**src/rtl/codec_cfg_pkg.sv**
```systemverilog
// Shared constants for the codec power-up sequencer: register table, FSM states,
// default slave address and the byte-select helper used to load the shift register.
package codec_cfg_pkg;

   localparam logic [6:0] DEF_DEV_ADDR = 7'h1A;

   // {addr7, data9}: reset, power, format, sampling, line/headphone levels, paths, active
   localparam logic [15:0] CFG_TABLE [0:15] = '{
      16'h1E00, 16'h0C10, 16'h0E42, 16'h1000,
      16'h0017, 16'h0217, 16'h0812, 16'h0A00,
      16'h0C00, 16'h1201, 16'h0000, 16'h0000,
      16'h0000, 16'h0000, 16'h0000, 16'h0000
   };

   typedef enum logic [2:0] {
      ST_IDLE,
      ST_START,
      ST_BYTE,
      ST_STOP,
      ST_GAP
   } cfg_state_t;

   // sel 0: slave write byte, 1: {addr, data[8]}, 2: data[7:0]
   function automatic logic [7:0] cfg_byte(input logic [6:0] dev,
                                           input logic [3:0] idx,
                                           input logic [1:0] sel);
      logic [15:0] word;
      word = CFG_TABLE[idx];
      case (sel)
         2'd0:    return {dev, 1'b0};
         2'd1:    return word[15:8];
         default: return word[7:0];
      endcase
   endfunction

endpackage

```
**src/rtl/codec_i2c_tick.sv**
```systemverilog
// Quarter-bit timebase: counts 0..QTR_DIV-1 while enabled, held at 0 otherwise.
module codec_i2c_tick #(
   parameter int QTR_DIV = 208
) (
   input  logic clk,
   input  logic rst,
   input  logic en,
   output logic qtick
);

   localparam int CW = (QTR_DIV > 1) ? $clog2(QTR_DIV) : 1;
   localparam logic [CW-1:0] LAST = CW'(QTR_DIV - 1);

   logic [CW-1:0] cnt;

   // NOTE: sequential state uses non-blocking assignments so every register samples pre-edge values.
   always_ff @(posedge clk) begin
      if (rst || !en)       cnt <= '0;
      else if (cnt == LAST) cnt <= '0;
      else                  cnt <= cnt + CW'(1);
   end

   assign qtick = en && (cnt == LAST);

endmodule

```
**src/rtl/codec_i2c_config.sv**
```systemverilog
// Codec configuration sequencer: one 3-byte I2C write per table entry, open-drain SDA,
// push-pull SCL, all bus changes aligned to the quarter-bit tick.
module codec_i2c_config
   import codec_cfg_pkg::*;
#(
   parameter int         QTR_DIV  = 208,
   parameter logic [6:0] DEV_ADDR = DEF_DEV_ADDR,
   parameter int         NUM_REGS = 10
) (
   input  logic       clk,
   input  logic       rst,
   input  logic       start,
   input  logic       sda_in,
   output logic       sda_oe,
   output logic       scl_out,
   output logic       busy,
   output logic       done,
   output logic       ack_err,
   output logic [3:0] reg_idx
);

   localparam logic [3:0] LAST_IDX = 4'(NUM_REGS - 1);

   cfg_state_t state, state_d;
   logic [1:0] q, q_d;
   logic [3:0] bit_cnt, bit_cnt_d;
   logic [1:0] byte_cnt, byte_cnt_d;
   logic [7:0] shreg, shreg_d;
   logic       busy_d, done_d, ack_err_d, scl_d, sda_oe_d;
   logic [3:0] reg_idx_d;
   logic       qtick;

   codec_i2c_tick #(.QTR_DIV(QTR_DIV)) u_tick (
      .clk   (clk),
      .rst   (rst),
      .en    (busy),
      .qtick (qtick)
   );

   // Bus levels {scl, sda_oe} for a given state and quarter; data bits drive only zeros.
   function automatic logic [1:0] bus_level(input cfg_state_t st, input logic [1:0] ph,
                                            input logic [3:0] bc, input logic b7);
      case (st)
         ST_START: return {ph != 2'd3, ph != 2'd0};
         ST_BYTE:  return {(ph == 2'd1) || (ph == 2'd2), (bc != 4'd8) && !b7};
         ST_STOP:  return {ph != 2'd0, ph < 2'd2};
         default:  return 2'b10;
      endcase
   endfunction

   // NOTE: every always_comb output gets a default first, so no path can infer a latch.
   always_comb begin
      state_d    = state;
      q_d        = q;
      bit_cnt_d  = bit_cnt;
      byte_cnt_d = byte_cnt;
      shreg_d    = shreg;
      busy_d     = busy;
      done_d     = done;
      ack_err_d  = ack_err;
      reg_idx_d  = reg_idx;

      case (state)
         ST_IDLE: begin
            if (start) begin
               state_d   = ST_START;
               q_d       = 2'd0;
               busy_d    = 1'b1;
               done_d    = 1'b0;
               ack_err_d = 1'b0;
               reg_idx_d = 4'd0;
            end
         end
         ST_START: begin
            if (qtick) begin
               q_d = q + 2'd1;
               if (q == 2'd3) begin
                  state_d    = ST_BYTE;
                  bit_cnt_d  = 4'd0;
                  byte_cnt_d = 2'd0;
                  shreg_d    = cfg_byte(DEV_ADDR, reg_idx, 2'd0);
               end
            end
         end
         ST_BYTE: begin
            if (qtick) begin
               q_d = q + 2'd1;
               if (q == 2'd2 && bit_cnt == 4'd8 && sda_in) ack_err_d = 1'b1;
               if (q == 2'd3) begin
                  if (bit_cnt != 4'd8) begin
                     bit_cnt_d = bit_cnt + 4'd1;
                     shreg_d   = {shreg[6:0], 1'b0};
                  end else if (ack_err || byte_cnt == 2'd2) begin
                     state_d = ST_STOP;
                  end else begin
                     byte_cnt_d = byte_cnt + 2'd1;
                     bit_cnt_d  = 4'd0;
                     shreg_d    = cfg_byte(DEV_ADDR, reg_idx, byte_cnt + 2'd1);
                  end
               end
            end
         end
         ST_STOP: begin
            if (qtick) begin
               q_d = q + 2'd1;
               if (q == 2'd3) begin
                  if (ack_err) begin
                     state_d = ST_IDLE;
                     busy_d  = 1'b0;
                  end else begin
                     state_d = ST_GAP;
                  end
               end
            end
         end
         ST_GAP: begin
            if (qtick) begin
               q_d = q + 2'd1;
               if (q == 2'd3) begin
                  if (reg_idx == LAST_IDX) begin
                     state_d = ST_IDLE;
                     busy_d  = 1'b0;
                     done_d  = 1'b1;
                  end else begin
                     state_d   = ST_START;
                     reg_idx_d = reg_idx + 4'd1;
                  end
               end
            end
         end
         default: state_d = ST_IDLE;
      endcase

      // Pins are registered from the next-phase decode so they never glitch.
      {scl_d, sda_oe_d} = bus_level(state_d, q_d, bit_cnt_d, shreg_d[7]);
   end

   always_ff @(posedge clk) begin
      if (rst) begin
         state    <= ST_IDLE;
         q        <= 2'd0;
         bit_cnt  <= 4'd0;
         byte_cnt <= 2'd0;
         shreg    <= 8'd0;
         busy     <= 1'b0;
         done     <= 1'b0;
         ack_err  <= 1'b0;
         reg_idx  <= 4'd0;
         scl_out  <= 1'b1;
         sda_oe   <= 1'b0;
      end else begin
         state    <= state_d;
         q        <= q_d;
         bit_cnt  <= bit_cnt_d;
         byte_cnt <= byte_cnt_d;
         shreg    <= shreg_d;
         busy     <= busy_d;
         done     <= done_d;
         ack_err  <= ack_err_d;
         reg_idx  <= reg_idx_d;
         scl_out  <= scl_d;
         sda_oe   <= sda_oe_d;
      end
   end

endmodule

```
**config.mk**
```make
export PLATFORM = sky130hd
export DESIGN_NAME = codec_i2c_config
export DESIGN_NICKNAME = d
export VERILOG_FILES = /design/src/rtl/codec_cfg_pkg.sv /design/src/rtl/codec_i2c_tick.sv /design/src/rtl/codec_i2c_config.sv
export SDC_FILE = /design/constraint.sdc
export NUM_CORES = 1
export LEC_CHECK = 0
export ABC_AREA = 1
export CAP_MARGIN = 40
export CORE_MARGIN = 5
export CORE_UTILIZATION = 64
export CTS_CLUSTER_DIAMETER = 200
export DETAILED_ROUTE_END_ITERATION = 7
export HOLD_SLACK_MARGIN = 0.12
export PLACE_DENSITY = 0.85
export SLEW_MARGIN = 15
export SYNTH_ARGS = -nofsm -noshare
export SYNTH_HDL_FRONTEND = slang
export SYNTH_SLANG_ARGS = --single-unit
export TNS_END_PERCENT = 50
```
**constraint.sdc**
```tcl
create_clock -name clk -period 5.1 [get_ports clk]
set_clock_uncertainty 0.1 [all_clocks]
set_input_delay 1.02 -clock clk [delete_from_list [all_inputs] [get_ports clk]]
set_output_delay 1.02 -clock clk [all_outputs]
set_load 0.01 [all_outputs]
```
[Word level (Yosys, flattened, before mapping)]
Memory sizes are Yosys's and may differ from the RTL's.
Index checks and enable logic that the tools add are counted.
Storage, ports and cells
  memories: 1
  bits in registers: 36
  output and inout bits: 9
  logic and storage cells: 144
  memory bits (read-only): 256
  input bits: 4
Cells by class
  eq/ne operators: 35
  bitwise gates (word level): 1
  reduce and logical (&&, ||, !) cells: 24
  magnitude comparators: 2
  muxes and demuxes: 63
  $add $sub $neg: 5
Memories
  (no name shown): depth 16, width 16, read ports 1, clocked after Yosys merged registers in 0, wr ports 0, line codec_cfg_pkg.sv:28  | word = CFG_TABLE[idx];
Operators with widths (number)
  2-to-1 mux 8 bit: 6
  2-to-1 mux 4 bit: 10
  2-to-1 mux 3 bit: 12
  2-to-1 mux 16 bit: 2
  inequality test 2 bit, second input constant: 16
  one-hot mux 8 bit (2 select lines): 2
  2-to-1 mux 2 bit: 8
  one-hot mux 4 bit (2 select lines): 2
  one-hot mux 3 bit (5 select lines): 1
  2-to-1 mux 1 bit: 14
  == test 3 x 2 -> 1 bit, second input constant: 4
  AND reduction 5 bit: 2
  adder 4 x 1 -> 4 bit, second input constant: 2
  adder 8 x 1 -> 8 bit, second input constant: 1
  == test 2 bit, second input constant: 4
  == test 4 bit, second input constant: 2
  == test 8 bit, second input constant: 1
  inequality test 4 bit, second input constant: 2
  one-hot mux 2 bit (2 select lines): 2
  AND reduction 8 bit: 1
  nonzero test 2 bit: 4
  AND reduction 7 bit: 1
  == test 3 x 1 -> 1 bit, second input constant: 2
  one-hot mux 2 bit (3 select lines): 1
  other kinds (19): 28

[Depth between registers and ports, before layout]
  word-level depth: 13
  gate-level depth with buffers: 13
  gate-level depth less buffers: 13

[Cells and area by module]
From an unflattened synthesis, not the netlist that was laid out.
Second synthesis, totals
  cell total of the unflattened synthesis: 343
  area total of the unflattened synthesis: 2406.1 um^2
Modules (own cells, without submodules)
  codec_i2c_config: seq. area each 560.5 um^2, area an instance 2004.4 um^2, cells an instance 283, instances 1
  codec_i2c_tick: seq. area each 160.2 um^2, area an instance 401.6 um^2, cells an instance 60, instances 1

[Least setup slack after synthesis]
OpenSTA, ideal clock, no wires.
  path type: input port to flip-flop
  start: input start
  end: register scl_out
  stages: 11
  path slack: 2912 ps
  required time: 4885 ps
  arrival: 1973 ps
  library setup time: 115 ps
  buffers on the path: 0
  path through: inv_1 nand2_1 nand2_1 inv_1 o21ai_1 inv_1 ha_1 inv_1 o22ai_1 nor2_1 nand2_1
On the way
  cells in the longest elaborated chain, start to end: 5
  elaborated cells on any way between the ends: 13
  classes of those cells: eq/ne (6); mux (5); reduce/logical (2)
Ends and longest elaborated chain
  start: declaration: line codec_i2c_config.sv:12  | input logic start,
  2-to-1 mux 2 bit (*): line codec_i2c_config.sv:65  | if (start) begin
  one-hot mux 2 bit (2 select lines) (*): line codec_i2c_config.sv:63  | case (state)
  via q_d[0]: line codec_i2c_config.sv:25  | logic [1:0] q, q_d;
  == test 2 x 1 -> 1 bit or == test 2 bit (tied branches): line codec_i2c_config.sv:45  | ST_BYTE: return {(ph == 2'd1) || (ph == 2'd2), (bc != 4'd8) && !b7};
  logical OR 1 bit: line codec_i2c_config.sv:45
  one-hot mux 2 bit (3 select lines) (*): line codec_i2c_config.sv:43  | case (st)
  end signal: assignment: line codec_i2c_config.sv:161  | scl_out <= scl_d;
  end: declaration: line codec_i2c_config.sv:15  | output logic scl_out,
The timed path passes the listed nets; every way through them passes the cells marked *.
A chain may end at the register's enable or synchronous reset.

[Worst setup path after layout]
  start: input rst
  end: register u_tick.cnt[3]
On the way
  cells in the longest elaborated chain, start to end: 2
Ends and longest elaborated chain
  start: declaration: line codec_i2c_config.sv:11  | input logic rst,
  logical OR 1 bit: line codec_i2c_tick.sv:18  | if (rst || !en) cnt <= '0;
  OR reduction 2 bit (no source line)
  end signal: assignment: line codec_i2c_tick.sv:20  | else cnt <= cnt + CW'(1);
  end: declaration: line codec_i2c_tick.sv:14  | logic [CW-1:0] cnt;
Every way passes these cells.

==> flow_metrics.py <==
metrics = {
    "clock_tree": {
        "cts_tree": "built",
        "cts_setup_buffers": 0,
        "cts_max_path_buffers": 2,
        "cts_root_buffer": "clkbuf_8",
        "insertion_delay_ps": 290,
        "htreeDepth": 2,
        "path_clk_slew_ps": 70,
        "ctsResizeCount": 0,
        "clkSinkCount": 36,
        "numCtsBuffers": 5,
        "ctsHoldBuffers": 0,
    },
    "finish": {
        "final_cell_area_sq_um": 2620,
        "multi_input_area_sq_um": 1390,
        "ff_latch_area_sq_um": 721,
        "drive_gt1_frac": 0.117,
        "nets": 376,
        "diodes": 0,
        "fillers": 308,
        "area_growth_pct": 12.0,
    },
    "routing": {
        "wl_mm": 5.08,
        "drt_first_pass_iters": 6,
        "drtIter0Drc": 104,
        "routed_via_density": 5.40,
        "drc": 0,
        "num_vias": 2191,
        "wire_per_inst_um": 12.5,
        "detail-route-antenna-nets": 0,
    },
    "floorplan": {
        "start_util": 0.649,
        "io_pins": 13,
        "row_count": 22,
        "coreArea_sq_um": 3610,
        "dieHeight_um": 70.5,
        "die_area_sq_um": 4970,
        "die_w_um": 70.5,
    },
    "placement": {
        "gp_congestion": 0.935,
        "dp_slack_ps": 2260,
        "placed_area_sq_um": 2510,
        "port_buffers": 12,
        "dp_hpwl_mm": 3.81,
    },
    "global_routing": {
        "grt.busiest_layer": "met2",
        "antenna_found_initial": 0,
        "grt_util_met2": 0.362,
        "grt_start_max_net_pins": 22,
        "grt_use_total": 0.213,
        "grtUsageMet1": 0.266,
        "grt_pass1_vias": 2067,
        "grt-ovfl-total": 0,
        "use_met3": 0.0460,
        "grt_pass1_wl_mm": 8.67,
    },
    "sta": {
        "worst_pin_slew_ps": 780,
        "setup_violations": 0,
        "fin_setup_tns_ps": 0,
        "rsz0062_at_grt": "false",
        "fmax_mhz": 395,
        "hold_violations": 0,
        "slew_headroom": 0.479,
        "period_share": 0.497,
        "finalCriticalPeriod_ps": 2530,
        "final_max_slew_viol_count": 0,
        "setup_slack_ps": 2570,
    },
    "pwr": {
        "p_int_mw": 0.462,
        "p_leak_nw": 1.18,
        "netSwitchingFraction": 0.254,
        "ir_drop_v": 0.000194,
        "combPwrFrac": 0.115,
        "powerDensity_nw_per_um2": 237,
        "clkPwrFrac": 0.405,
        "net-switching-power_mw": 0.158,
        "p_seq_frac": 0.480,
    },
    "worst_hold_path": {
        "holdCritPathClass": "flip-flop to flip-flop",
        "worstHoldPathCells": 1,
    },
    "setup_path": {
        "end_kind": "flip-flop",
        "critPathKind": "input port to flip-flop",
        "worstPathCellList": "clkdlybuf4s50_1, inv_1, nand2_1, nor3b_1",
        "critPathSlowestCell": "clkdlybuf4s50_1",
        "reg2regPathDepth": 13,
        "worst-path-max-fanout": 21,
        "startpoint_type": "input port",
        "cp.required_ps": 5170,
        "cp.arrival_ps": 2610,
        "cp_slowest_stage_delay_ps": 970,
    },
    "synth": {
        "synth_fp_nets": 360,
        "synthArstFlopShare": 0,
        "synth.avg_cell_area_sq_um": 6.86,
        "postSynthCellCount": 341,
        "syn_area_sq_um": 2340,
        "synth_ff_type": "dfxtp_1",
        "ys_ff_latch": 36,
        "synth_warnings": 0,
        "yosysUniqueCellTypes": 38,
        "synth_edf_count": 0,
        "yosysSeqAreaShare": 0.308,
    },
    "job": {
        "drv_cap": 0,
    },
    "outcome": {
        "outcome": "completed",
    },
}
-- state kept, by name, summed over array words and instances (netlist names) --
signal      cells
reg_idx         4
state           3
sda_oe          1
u_tick.cnt      8
done            1
byte_cnt        2
ack_err         1
bit_cnt         4
busy            1
q               2
scl_out         1
shreg           8
-- synth_stat cells (5+ instances only) --
| cell | count | area share |
|---|---|---|
| nand3_1 | 24 | 0.051 |
| inv_2 | 9 | 0.014 |
| nand2_1 | 73 | 0.12 |
| nor2_1 | 36 | 0.058 |
| nor3_1 | 5 | 0.011 |
| o21ai_0 | 16 | 0.034 |
| nand4_1 | 6 | 0.016 |
| a21oi_1 | 22 | 0.047 |
| dfxtp_1 | 36 | 0.31 |
| inv_1 | 47 | 0.075 |
| ha_1 | 15 | 0.080 |
| nand2_2 | 7 | 0.019 |
-- power groups by stage --
stage                     clock, mW  sequential, mW  combinational, mW
final                         0.251           0.298             0.0715
after global routing          0.269           0.299             0.0807
after CTS                     0.254           0.298             0.0714
after detailed placement          0           0.304             0.0709
after global placement            0           0.304             0.0697
after floorplan                   0           0.303             0.0499
-- final timing paths --
check,to,slack [ps],start
setup / recovery,u_tick.cnt[3],2570,rst
hold / removal,u_tick.cnt[0],350,u_tick.cnt[0]
setup reg to reg,sda_oe,3000,u_tick.cnt[0]
hold reg to reg,u_tick.cnt[0],350,u_tick.cnt[0]
-- cell families after synthesis --
group | synth area share
AND/OR/NAND/NOR | 0.356
buffers and inverters | 0.0968
flip-flops | 0.308
adder cells (fa/ha/maj) | 0.0802
AO/OA/AOI/OAI | 0.148
XOR/XNOR | 0.0112
-- layout make-up --
type | count | area share
Multi-Input combinational cell | 245 | 0.532
Sequential cell | 36 | 0.275
Inverter | 57 | 0.0821
Timing Repair Buffer | 12 | 0.0458
Clock buffer | 5 | 0.0263
Tap cell | 48 | 0.0229
Clock inverter | 3 | 0.0162
-- worst max-delay path, delay by kind of cell --
| family | cells | cell delay [ps] |
|---|---|---|
| simple gates | 2 | 360 |
| buf+inv | 2 | 1210 |
-- stage by stage --
step,hold WS [ps],power [mW],util,cells
after CTS,354,0.623,0.727,406
after global placement,328,0.373,0.696,398
final,352,0.620,0.727,406
after floorplan,318,0.353,-,341
after global routing,374,0.648,0.727,406
after detailed placement,342,0.375,0.696,398
-- cell usage in the layout, fill, tap and decap left out, types with 3 or more instances in the layout --
cell             instances
nand2_1                 73
inv_1                   47
nor2_1                  36
dfxtp_1                 36
nand3_1                 24
a21oi_1                 22
o21ai_0                 16
ha_1                    15
clkdlybuf4s50_1         12
inv_2                    9
nand2_2                  7
nand4_1                  6
nor3_1                   5
clkbuf_8                 5
o21ai_1                  4
a211oi_1                 4
nor2_2                   3
-- metal layers --
metal | up-vias | part of all wire
met1 | 977 | 0.47
met5 | - | 0
met3 | 11 | 0.048
met2 | 65 | 0.47
met4 | 0 | 0.017
li1 | 1138 | -
Note: power is estimated with default switching activity, not from simulation.
